===== src/rtl/cpu_ctrl_pkg.sv =====
// Shared definitions for the hardwired control sequencer: IR field layout,
// ALU opcodes, FSM states and instruction classes.
package cpu_ctrl_pkg;

    localparam int unsigned IR_W      = 32;
    localparam int unsigned OPC_W     = 5;
    localparam int unsigned REG_IDX_W = 4;

    localparam int unsigned OPC_LSB = 27;
    localparam int unsigned RA_LSB  = 23;
    localparam int unsigned RB_LSB  = 19;
    localparam int unsigned RC_LSB  = 15;

    localparam logic [OPC_W-1:0] OP_ADD = 5'd3;
    localparam logic [OPC_W-1:0] OP_SUB = 5'd4;
    localparam logic [OPC_W-1:0] OP_AND = 5'd5;
    localparam logic [OPC_W-1:0] OP_OR  = 5'd6;
    localparam logic [OPC_W-1:0] OP_MUL = 5'd15;
    localparam logic [OPC_W-1:0] OP_DIV = 5'd16;
    localparam logic [OPC_W-1:0] OP_NEG = 5'd17;
    localparam logic [OPC_W-1:0] OP_NOT = 5'd18;

    typedef enum logic [3:0] {
        ST_IDLE,
        ST_T0,
        ST_T1,
        ST_T2,
        ST_T3,
        ST_T4,
        ST_T5,
        ST_T6,
        ST_HALT
    } state_e;

    typedef enum logic [1:0] {
        CLS_THREE_OP,
        CLS_UNARY,
        CLS_MULDIV,
        CLS_ILLEGAL
    } instr_class_e;

endpackage


===== src/rtl/instr_decode.sv =====
// Combinational IR decoder: instruction class plus one-hot register selects,
// with register indices checked against the register-file size.
module instr_decode
    import cpu_ctrl_pkg::*;
#(
    parameter int unsigned NUM_REGS = 16
) (
    input  logic [IR_W-1:0]     ir,
    output logic [OPC_W-1:0]    opcode,
    output instr_class_e        cls,
    output logic [NUM_REGS-1:0] ra_oh,
    output logic [NUM_REGS-1:0] rb_oh,
    output logic [NUM_REGS-1:0] rc_oh
);

    logic [REG_IDX_W-1:0] ra;
    logic [REG_IDX_W-1:0] rb;
    logic [REG_IDX_W-1:0] rc;
    logic                 ra_ok;
    logic                 rb_ok;
    logic                 rc_ok;
    logic                 unused_ir_low;

    assign opcode        = ir[OPC_LSB +: OPC_W];
    assign ra            = ir[RA_LSB +: REG_IDX_W];
    assign rb            = ir[RB_LSB +: REG_IDX_W];
    assign rc            = ir[RC_LSB +: REG_IDX_W];
    assign unused_ir_low = ^ir[RC_LSB-1:0];

    // An index beyond the register file yields an all-zero one-hot.
    always_comb begin
        ra_oh = '0;
        rb_oh = '0;
        rc_oh = '0;
        for (int i = 0; i < int'(NUM_REGS); i++) begin
            ra_oh[i] = (ra == REG_IDX_W'(i));
            rb_oh[i] = (rb == REG_IDX_W'(i));
            rc_oh[i] = (rc == REG_IDX_W'(i));
        end
    end

    assign ra_ok = |ra_oh;
    assign rb_ok = |rb_oh;
    assign rc_ok = |rc_oh;

    always_comb begin
        cls = CLS_ILLEGAL;
        case (opcode)
            OP_ADD, OP_SUB, OP_AND, OP_OR: if (ra_ok && rb_ok && rc_ok) cls = CLS_THREE_OP;
            OP_NEG, OP_NOT:                if (ra_ok && rb_ok)          cls = CLS_UNARY;
            OP_MUL, OP_DIV:                if (ra_ok && rb_ok)          cls = CLS_MULDIV;
            default:                       cls = CLS_ILLEGAL;
        endcase
    end

endmodule


===== src/rtl/ctrl_sequencer.sv =====
// Hardwired fetch/decode/execute sequencer driving the datapath strobes for
// register-to-register ALU, unary and MUL/DIV instructions.
module ctrl_sequencer
    import cpu_ctrl_pkg::*;
#(
    parameter int unsigned NUM_REGS = 16,
    parameter int unsigned CNT_W    = 16
) (
    input  logic                clock,
    input  logic                clear,
    input  logic                run,
    input  logic                mem_ack,
    input  logic [IR_W-1:0]     ir,
    output logic                pc_out,
    output logic                inc_pc,
    output logic                mar_in,
    output logic                mem_read,
    output logic                mdr_in,
    output logic                mdr_out,
    output logic                ir_in,
    output logic                y_in,
    output logic                z_in,
    output logic                z_high_out,
    output logic                z_low_out,
    output logic                hi_in,
    output logic                lo_in,
    output logic [NUM_REGS-1:0] r_out,
    output logic [NUM_REGS-1:0] r_in,
    output logic [OPC_W-1:0]    alu_op,
    output logic                busy,
    output logic                done,
    output logic                illegal,
    output logic [CNT_W-1:0]    retired
);

    state_e                state;
    state_e                state_next;
    instr_class_e          cls;
    logic [OPC_W-1:0]      opcode;
    logic [NUM_REGS-1:0]   ra_oh;
    logic [NUM_REGS-1:0]   rb_oh;
    logic [NUM_REGS-1:0]   rc_oh;
    logic                  illegal_set;

    instr_decode #(
        .NUM_REGS(NUM_REGS)
    ) u_decode (
        .ir     (ir),
        .opcode (opcode),
        .cls    (cls),
        .ra_oh  (ra_oh),
        .rb_oh  (rb_oh),
        .rc_oh  (rc_oh)
    );

    always_ff @(posedge clock) begin
        if (!clear) state <= ST_IDLE;
        else        state <= state_next;
    end

    always_ff @(posedge clock) begin
        if (!clear)           illegal <= 1'b0;
        else if (illegal_set) illegal <= 1'b1;
    end

    always_ff @(posedge clock) begin
        if (!clear)    retired <= '0;
        else if (done) retired <= retired + CNT_W'(1);
    end

    // Moore decode of strobes from the current state and the IR fields.
    always_comb begin
        state_next  = state;
        pc_out      = 1'b0;
        inc_pc      = 1'b0;
        mar_in      = 1'b0;
        mem_read    = 1'b0;
        mdr_in      = 1'b0;
        mdr_out     = 1'b0;
        ir_in       = 1'b0;
        y_in        = 1'b0;
        z_in        = 1'b0;
        z_high_out  = 1'b0;
        z_low_out   = 1'b0;
        hi_in       = 1'b0;
        lo_in       = 1'b0;
        r_out       = '0;
        r_in        = '0;
        done        = 1'b0;
        illegal_set = 1'b0;

        case (state)
            ST_IDLE: if (run) state_next = ST_T0;
            ST_T0: begin
                pc_out     = 1'b1;
                mar_in     = 1'b1;
                inc_pc     = 1'b1;
                state_next = ST_T1;
            end
            ST_T1: begin
                mem_read = 1'b1;
                if (mem_ack) begin
                    mdr_in     = 1'b1;
                    state_next = ST_T2;
                end
            end
            ST_T2: begin
                mdr_out    = 1'b1;
                ir_in      = 1'b1;
                state_next = ST_T3;
            end
            ST_T3: begin
                state_next = ST_T4;
                case (cls)
                    CLS_THREE_OP: begin r_out = rb_oh; y_in = 1'b1; end
                    CLS_UNARY:    begin r_out = rb_oh; z_in = 1'b1; end
                    CLS_MULDIV:   begin r_out = ra_oh; y_in = 1'b1; end
                    default: begin
                        illegal_set = 1'b1;
                        state_next  = ST_HALT;
                    end
                endcase
            end
            ST_T4: begin
                state_next = ST_T5;
                case (cls)
                    CLS_UNARY: begin
                        z_low_out = 1'b1;
                        r_in      = ra_oh;
                        done      = 1'b1;
                    end
                    CLS_THREE_OP: begin r_out = rc_oh; z_in = 1'b1; end
                    default:      begin r_out = rb_oh; z_in = 1'b1; end
                endcase
            end
            ST_T5: begin
                z_low_out = 1'b1;
                if (cls == CLS_MULDIV) begin
                    lo_in      = 1'b1;
                    state_next = ST_T6;
                end else begin
                    r_in = ra_oh;
                    done = 1'b1;
                end
            end
            ST_T6: begin
                z_high_out = 1'b1;
                hi_in      = 1'b1;
                done       = 1'b1;
            end
            ST_HALT: state_next = ST_HALT;
            default: state_next = ST_IDLE;
        endcase

        // Completion chains straight into the next fetch while run is held.
        if (done) state_next = run ? ST_T0 : ST_IDLE;

        alu_op = z_in ? opcode : '0;
        busy   = (state != ST_IDLE) && (state != ST_HALT);
    end

endmodule


===== config.mk =====
export PLATFORM = sky130hd
export DESIGN_NAME = ctrl_sequencer
export DESIGN_NICKNAME = d
export VERILOG_FILES = /design/src/rtl/cpu_ctrl_pkg.sv /design/src/rtl/instr_decode.sv /design/src/rtl/ctrl_sequencer.sv
export SDC_FILE = /design/constraint.sdc
export NUM_CORES = 1
export LEC_CHECK = 0
export ABC_AREA = 1
export CAP_MARGIN = 10
export CORE_UTILIZATION = 45
export CTS_CLUSTER_SIZE = 14
export DETAILED_ROUTE_END_ITERATION = 12
export GPL_TIMING_DRIVEN = 0
export PLACE_DENSITY = 0.85
export SETUP_SLACK_MARGIN = 0.2
export SYNTH_ARGS = -nofsm -noshare
export SYNTH_HDL_FRONTEND = slang
export SYNTH_SLANG_ARGS = --single-unit

===== constraint.sdc =====
create_clock -name clock -period 3.38 [get_ports clock]
set_input_delay 0.676 -clock clock [delete_from_list [all_inputs] [get_ports clock]]
set_output_delay 0.676 -clock clock [all_outputs]
set_load 0.01 [all_outputs]

## Word level (Yosys, flattened, before mapping)

Cells that the tools add are included.

- $add $sub $neg: 1
- Equal/unequal tests: 68
- Mux-type cells: 36
- Reductions and logical operators: 19

Operators with widths:

| operator | number |
|---|---|
| case mux 16 bit (2 select lines) | 4 |
| == test 4 bit, second input constant | 25 |
| == test 4 x 3 -> 1 bit, second input constant | 16 |
| OR reduction 16 bit | 3 |
| case mux 4 bit (9 select lines) | 1 |
| == test 4 x 2 -> 1 bit, second input constant | 8 |
| two-way mux 16 bit | 2 |
| two-way mux 4 bit | 5 |
| two-way mux 1 bit | 17 |
| adder 16 x 1 -> 16 bit, second input constant | 1 |
| == test 4 x 1 -> 1 bit, second input constant | 4 |
| zero test 4 bit | 4 |
| == test 5 x 3 -> 1 bit, second input constant | 3 |
| == test 5 bit, second input constant | 3 |
| != test 3 bit, second input constant | 3 |
| OR reduction 2 bit | 4 |
| case mux 2 bit (3 select lines) | 1 |
| == test 5 x 2 -> 1 bit, second input constant | 1 |
| == test 5 x 4 -> 1 bit, second input constant | 1 |
| two-way mux 5 bit | 1 |
| two-way mux 2 bit | 2 |
| != test 4 bit, second input constant | 1 |
| case mux 1 bit (2 select lines) | 2 |
| AND reduction 4 bit | 1 |
| 9 further kinds | 11 |

- Register bits: 21
- Output and inout bits: 69

## Depth between registers and ports, before layout

Gate-level depths: netlist (run 1).

- Depth after elaboration: 11
- Mapped depth: 10
- Depth with buffers taken out: 10

## Hierarchy

From an unflattened synthesis (run 1), not the netlist that was laid out.

- Cell total of the unflattened synthesis: 452
- Area total of the unflattened synthesis: 2,454.9 um^2

Modules (own cells, without submodules):

| module | sequential area each (um^2) | area an instance (um^2) | cells an instance | times used |
|---|---|---|---|---|
| ctrl_sequencer | 420.4 | 2,011.9 | 340 | 1 |
| instr_decode | 0.0 | 442.9 | 112 | 1 |

## Worst setup path after synthesis (run 1)

No wires, ideal clock.

- Kind: input-to-output
- From: input ir[28]
- To: output r_out[14]
- Path slack: 1,103 ps
- Stages on the path: 10
- Arrival time: 1,601 ps
- Buffers on the path: 1
- Path through: nand2_1 > inv_1 > nor2_1 > nand2_2 > nand2_2 > buf_4 > nand4_1 > o21ai_0 > nand2_1 > nand2_1

- Longest elaborated chain between the ends: 7
- Elaborated cells between the ends (all ways): 19
- Those cells by class: eq/ne: 10; mux: 4; reduce/logical: 5

Ends and longest elaborated chain:

| what | RTL line | source |
|---|---|---|
| start, declared | ctrl_sequencer.sv:13 | `input logic [IR_W-1:0] ir,` |
| == test 5 x 2 -> 1 bit (tied with other cells) | instr_decode.sv:48 | `case (opcode)` |
| OR reduction 4 bit / OR reduction 2 bit (equally long branches) | instr_decode.sv:48 |  |
| case mux 2 bit (3 select lines) (*) | instr_decode.sv:48 |  |
| == test 2 x 1 -> 1 bit / zero test 2 bit (equally long branches) | ctrl_sequencer.sv:114, ctrl_sequencer.sv:126 |  |
| OR reduction 2 bit (no source line) | - |  |
| case mux 16 bit (2 select lines) | ctrl_sequencer.sv:114 | `case (cls)` |
| case mux 16 bit (2 select lines) (*) | ctrl_sequencer.sv:92 | `case (state)` |
| end, declared | ctrl_sequencer.sv:27 | `output logic [NUM_REGS-1:0] r_out,` |

Every way passes the cells marked *; elsewhere a longest branch is shown, timed or not.

## Worst setup path after layout (run 1)

- From: input ir[31]
- To: output r_out[8]

The elaborated chain is that of the path after synthesis.

==> summary.txt, run 1 <==
Timing
  • Final setup viols: 0
  • Worst Setup Slack, final: 0.238 ns
  • Final Hold Fails: 0
  • Max Freq: 318 MHz
  • Min Tclk post-route: 3.14 ns
  • Final slew viol count: 0
  • Max transition margin: 66.8%
  • Final Skew: 0.00531 ns
  • Tcrit/Tclk final: 93.0%
  • Pin slew with the least headroom to its limit: 0.493 ns
  • RSZ-0062 raised after global routing: yes

GRT
  • Met3 GRT Util: 4.07%
  • Largest net degree at the start of global routing: 14
  • Met1 usage in global routing: 37.1%
  • GR Util met2: 49.1%
  • First-pass GRT wire length: 12400 um
  • Initial antenna violation count: 0
  • Number of global-route vias before repair: 2870
  • Total Routing Usage GR: 28.9%
  • Grt peak-use layer: met2
  • Total gr overflow: 0

CTS
  • CTS tree: done
  • Clk Latency, worst-skew pair: 0.28 ns
  • # hold bufs at CTS: 0
  • TritonCTS Buffers: 3
  • Clock-pin slew of the registers on the worst-case setup and hold paths: 0.09 ns
  • Clk sink count: 21
  • H-tree levels: 1
  • CTS root buf: clkbuf_8
  • Clock buffer depth: 2

Yosys
  • Count of cell types in the netlist: 29
  • Cells after synthesis: 454
  • Synthesized area per cell: 5.20 sq um
  • Synthesized area: 2360 sq um
  • Post-synthesis sequential area ratio: 17.8%
  • Syn nets: 491
  • Synthesis Warnings: 0
  • Number of synthesized register bits: 21

Route
  • Drt total wl: 8190 um
  • DR WL/cell: 13.2 um
  • Final ANT Viol Nets: 0
  • Drt initial violations: 305
  • Drt drc: 0
  • Via count: 3263
  • Drt first pass iters: 6
  • Via density: 5.27

Floorplan
  • Die Y: 74.4 um
  • Die W: 74.4 um
  • Initial Utilization: 48.4%
  • # rows: 25
  • IO Count: 105
  • Die Area: 5540 sq um
  • Core Area: 4880 sq um

Placed design
  • Placed cell count: 610
  • PortBufs: 89
  • Placed cell areas: 3340 sq um
  • HPWL after DPL: 6120 um
  • Worst slack, placed: -0.138 ns
  • Routability congestion estimate: 0.976

Finish
  • Sequential cell area: 420 sq um
  • Most frequent cells in the layout: 153 x nand2_1, 67 x clkdlybuf4s50_1, 62 x nor2_1, 48 x inv_1, 28 x a21oi_1
  • Nets: 590
  • N_diodes: 0
  • Final non-filler cell total: 619
  • Layout cell share with drive strength beyond 1: 12.1%
  • Layout area overhead: 51.7%
  • Multi-input gate area: 1750 sq um
  • Fillers: 433
  • Commonest non-fill, non-tap cell in the layout: nand2_1
  • Design Area, Final: 3580 sq um

Worst hold path
  • WHS Path Cells: 2
  • WHS Endpoint: illegal
  • Worst Hold Launch: illegal
  • Hold crit path type: register to register

Setup path
  • Slowest Stage Delay on Critical Path: 0.52 ns
  • CP required: 2.70 ns
  • R2R Path End: retired[14]
  • Critical Path Start: ir[31]
  • CP max FO: 10
  • Critical Path AT: 2.47 ns
  • R2R Setup Slk: 1.61 ns
  • CP dominant cell by count: nand2_1
  • Setup CP Type: input pin to output pin
  • Worst reg2reg path startpoint: retired[0]
  • CP Cell Sequence: dlygate4sd2_1 > inv_2 > nor2_2 > nand2_2 > nand2_4 > buf_6 > nand4_1 > o21ai_0 > nand2_1 > nand2_1 > clkdlybuf4s50_1
  • CP Capture Type: output pin
  • Worst Setup Start Kind: input pin
  • Reg2Reg Depth: 8
  • CP max-delay cell: clkdlybuf4s50_1

Pwr
  • Lkg Pwr: 1.66 nW
  • Power per Cell Area: 245 nW/um^2
  • Tot Pwr: 0.878 mW
  • Worst ir drop on vdd: 350 uV

Flow run
  • Max Cap Viol: 0

Outcome
  • Outcome: finished, final reports clean
==> repair_timing <==
item,CTS,global route
pin swaps,2,1
setup endpoints to repair,35,24
hold endpoints to repair,0,0
setup buffers,1,3
gates cloned,1,0
gates resized for setup,29,43
==> critical path, delay by kind of cell <==
family | cells | cell delay, ns
AO/OA/AOI/OAI | 1 | 0.10
buffers and inverters | 4 | 1.05
AND/OR/NAND/NOR | 6 | 0.64
==> cells in the mapped netlist (all sizes together) <==
cell type | n | area (sq um)
nand2 | 160 | 611
nor2 | 77 | 299
inv | 55 | 206
a21oi | 28 | 140
nand3 | 26 | 158
o21ai | 26 | 130
dfxtp | 21 | 420
buf | 16 | 106
nor3 | 14 | 70.1
nand4 | 10 | 62.6
o31ai | 7 | 52.6
xor2 | 5 | 43.8
a21o | 2 | 15.0
clkbuf | 2 | 7.51
a21boi | 1 | 7.51
and2 | 1 | 6.26
clkinv | 1 | 3.75
ha | 1 | 12.5
xnor2 | 1 | 8.76
==> kinds of logic (layout without fill, tap and decap cells) <==
kind of cell / Yosys count / count (layout) / share of synthesized area (%)
DFF: 21 / 21 / 17.8
AOI/OAI and AO/OA: 64 / 64 / 14.6
adders and majority gates: 1 / 1 / 0.530
and+or+nand+nor: 288 / 289 / 51.1
buffers and inverters: 74 / 171 / 13.7
xor gates and xnor gates: 6 / 6 / 2.23
==> worst max path at each step <==
| stage | cells past startpoint | to | slack, ns |
|---|---|---|---|
| after floorplan | 10 | r_out[14] | 1.10 |
| after detailed placement | 10 | r_out[10] | -0.14 |
| after global placement | 10 | r_out[10] | -0.06 |
| after CTS | 7 | r_out[1] | 0.20 |
| final | 11 | r_out[8] | 0.24 |
| after global routing | 11 | r_out[8] | 0.12 |
==> power breakdown <==
part           internal [mW]  switching [mW]
sequential             0.263          0.0205
combinational          0.188           0.225
clock                 0.0838          0.0970
==> routing by layer <==
metal | wire [um] | vias up
li1 | - | 1641
met4 | 162 | 0
met5 | 0 | -
met3 | 655 | 21
met1 | 3480 | 1448
met2 | 3900 | 153
==> state kept, by name, indices dropped and copies added, names as in the netlist <==
signal   cells
state        4
retired     16
illegal      1
==> area by class of cell <==
type	count	area share [%]
sequential	21	11.7
tap	67	2.34
clock inverter	1	0.210
inverter	56	5.87
timing repair buffer	93	26.2
clock buffer	3	1.15
buffer	18	3.53
multi-input combinational	360	48.9
==> metrics by stage <==
stage	util [%]	hold slack, ns	TNS (ns)
after global routing	73.4	0.508	0
after CTS	71.2	0.476	0
final	73.4	0.472	0
after detailed placement	68.4	0.460	-0.690
after floorplan	-	0.474	0
after global placement	68.4	0.445	-0.247
No activity file was read; power rests on OpenSTA's default activity.
==> inputs of run 2 (changes only) <==
PLACE_DENSITY = 0.84   (was 0.85)
SYNTH_HIERARCHICAL = 1   (was not set)
==> summary.txt, run 2 <==
Placed design
  • Placed cell count: 610 (unchanged)
  • PortBufs: 88 (was 89)
  • Routability congestion estimate: 0.949 (was 0.976)
  • HPWL after DPL: 6350 um (was 6120 um)

Finish
  • Final non-filler cell total: 619 (unchanged)
  • Nets: 587 (was 590)
  • Number of flip-flops in the largest register: 16 (unchanged)
  • Commonest non-fill, non-tap cell in the layout: nor2_1 (was nand2_1)
  • N_diodes: 0 (unchanged)
  • Final Core Density: 68.0% (was 73.4%)
  • Largest regs: retired x16, state x4, illegal x1 (unchanged)
  • Most flops, register: retired (unchanged)
  • Layout area overhead: 43.2% (was 51.7%)
  • Most frequent cells in the layout: 101 x nor2_1, 88 x nand2_1, 74 x inv_1, 42 x clkdlybuf4s50_1, 36 x nand3_1 (was 153 x nand2_1, 67 x clkdlybuf4s50_1, 62 x nor2_1, 48 x inv_1, 28 x a21oi_1)
  • Layout cell share with drive strength beyond 1: 13.3% (was 12.1%)

GRT
  • Initial antenna violation count: 0 (unchanged)
  • Largest net degree at the start of global routing: 12 (was 14)
  • Total gr overflow: 0 (unchanged)
  • Total Routing Usage GR: 28.3% (was 28.9%)
  • First-pass GRT wire length: 12500 um (was 12400 um)
  • Number of global-route vias before repair: 2650 (was 2870)

CTS
  • Clock-pin slew of the registers on the worst-case setup and hold paths: 0.08 ns (was 0.09 ns)
  • Clk Latency, worst-skew pair: 0.26 ns (was 0.28 ns)
  • CTS root buf: clkbuf_8 (unchanged)
  • CTS tree: done (unchanged)
  • TritonCTS Buffers: 3 (unchanged)
  • H-tree levels: 1 (unchanged)
  • Clk sink count: 21 (unchanged)
  • Clock buffer depth: 2 (unchanged)
  • # hold bufs at CTS: 0 (unchanged)

Setup path
  • Worst Setup Start Kind: input pin (unchanged)
  • CP required: 2.70 ns (about the same)
  • CP Capture Type: output pin (unchanged)
  • CP max FO: 10 (unchanged)
  • Setup CP Type: input pin to output pin (unchanged)
  • Critical Path AT: 2.45 ns (was 2.47 ns)

Yosys
  • Most common cell in the netlist: nor2_1 (was nand2_1)
  • Synth top area share: 17.1% (was 24.8%)
  • Top cells by area, synth: dfxtp_1 17%, nor2_1 16%, nand2_1 14%, inv_1 12%, nand3_1 7.5% (was nand2_1 25%, dfxtp_1 18%, nor2_1 12%, inv_1 8.1%, a21oi_1 5.9%)
  • Number of synthesized register bits: 21 (unchanged)
  • Count of cell types in the netlist: 32 (was 29)
  • Synthesized area per cell: 5.43 sq um (was 5.20 sq um)
  • Post-synthesis sequential area ratio: 17.1% (was 17.8%)
  • Post-synth top area cell: dfxtp_1 (was nand2_1)
  • Top FF cell, synth: dfxtp_1 (unchanged)
  • Synth cell count leaders: 107 x nor2_1, 89 x nand2_1, 76 x inv_1, 37 x nand3_1, 21 x dfxtp_1 (was 156 x nand2_1, 75 x nor2_1, 51 x inv_1, 28 x a21oi_1, 24 x o21ai_0)
  • Synthesized area: 2450 sq um (was 2360 sq um)
  • Syn nets: 489 (was 491)
  • Cells after synthesis: 452 (was 454)
  • FFs w/ async S/R, synth: 0% (unchanged)
  • EDFF count, synth: 0 (unchanged)
  • Synthesis Warnings: 6 (was 0)

Timing
  • Tcrit/Tclk final: 92.3% (was 93.0%)
  • Final Skew: 0.00527 ns (was 0.00531 ns)
  • Max transition margin: 62.4% (was 66.8%)
  • Final setup viols: 0 (unchanged)
  • Max Freq: 320 MHz (was 318 MHz)
  • Min Tclk post-route: 3.12 ns (was 3.14 ns)
  • RSZ-0062 raised after global routing: yes (unchanged)
  • Pin slew with the least headroom to its limit: 0.564 ns (was 0.493 ns)
  • Final Hold Fails: 0 (unchanged)
  • Final slew viol count: 0 (unchanged)

Pwr
  • Worst ir drop on vdd: 254 uV (was 350 uV)
  • Power per Cell Area: 221 nW/um^2 (was 245 nW/um^2)
  • Lkg Pwr: 1.60 nW (was 1.66 nW)
  • Tot Pwr: 0.779 mW (was 0.878 mW)

Floorplan
  • Initial Utilization: 47.5% (was 48.4%)
  • Die W: 75.9 um (was 74.4 um)
  • Core Area: 5170 sq um (was 4880 sq um)
  • # rows: 26 (was 25)
  • Die Area: 5750 sq um (was 5540 sq um)
  • IO Count: 105 (unchanged)
  • Die Y: 75.9 um (was 74.4 um)

Route
  • Final ANT Viol Nets: 0 (unchanged)
  • Via count: 3248 (was 3263)
  • Via density: 5.25 (was 5.27)
  • Drt drc: 0 (unchanged)
  • DR WL/cell: 13.3 um (was 13.2 um)
  • Drt initial violations: 318 (was 305)
  • Drt first pass iters: 5 (was 6)
  • Drt total wl: 8230 um (was 8190 um)

Worst hold path
  • Hold crit path type: register to register (unchanged)

Outcome
  • Outcome: finished, final reports clean (unchanged)

Flow run
  • Max Cap Viol: 0 (unchanged)
-- run 2: cell count changes after synthesis, moves of 6 or more --
cell / delta
nand2_1: -67
nor2_1: +32
inv_1: +25
a21oi_1: -16
a32o_1: +16
o22ai_1: +16
nand3_1: +15
nor3_1: -9
nand4_1: -8
buf_4: +7
o31ai_1: -6
-- run 2: cell type report --
type | instances | area [sq um]
multi-input combinational | 324 | 1620
timing repair buffer | 93 | 826
buffer | 27 | 218
clock buffer | 4 | 45.0
inverter | 80 | 303
tap | 70 | 87.6
sequential | 21 | 420
fill | 488 | 1660
-- run 2: kinds of logic after synthesis --
kind of cell / share of synthesized area, %
buffers and inverters: 19.2
AOI/OAI and AO/OA: 19.7
xor gates and xnor gates: 0.714
and+or+nand+nor: 42.7
DFF: 17.1
adders and majority gates: 0.510
-- run 2: path summary, 6_finish.rpt --
check	start	end	slack (ns)	cells past startpoint
setup reg to reg	retired[0]	retired[14]	1.61	8
setup / recovery	ir[30]	r_out[1]	0.26	12
hold reg to reg	illegal	illegal	0.46	2
hold / removal	illegal	illegal	0.46	2
-- run 2: worst max-delay path: stages --
cell           delay [ns]
dlygate4sd2_1        0.27
nor2_2               0.12
nand2_1              0.09
nor2_2               0.16
nor2_2               0.08
inv_2                0.12
buf_4                0.13
buf_6                0.12
nand3_1              0.11
o21ai_0              0.10
a32o_2               0.20
dlygate4sd2_1        0.27
-- run 2: stage by stage --
stage,cell area (sq um),setup TNS [ns],hold WS [ns],worst slack (ns)
floorplan,2450,0,0.474,0.765
global placement,3420,-15.44,0.440,-0.548
detailed placement,3420,-16.87,0.452,-0.582
CTS,3540,0,0.462,0.161
global route,3520,0,0.495,0.113
finish,3520,0,0.458,0.259
-- run 2: layer usage --
layer	vias up	share of wire (%)	global-route usage, %
met5	-	0	0
met4	0	1.6	5.56
met3	14	8.8	5.56
met2	166	45	46.5
met1	1442	44	38.4
li1	1626	-	-
-- run 2: power breakdown --
| group | internal [mW] | switching [mW] |
|---|---|---|
| logic | 0.142 | 0.203 |
| clock network | 0.0841 | 0.0858 |
| registers | 0.255 | 0.00835 |
| total | 0.481 | 0.297 |
-- run 2: repair_timing --
action / 4_1_cts / 5_1_grt
gates resized for setup: 80 / 33
setup buffers: 4 / 1
endpoints found under the setup margin: 41 / 35
pin swaps: 2 / 0
==> inputs of run 3 (changes only) <==
CTS_CLUSTER_SIZE = 25   (was 14)
==> results of run 3 <==
Same layout as run 2: the final DEF is identical, and so are final timing and power.
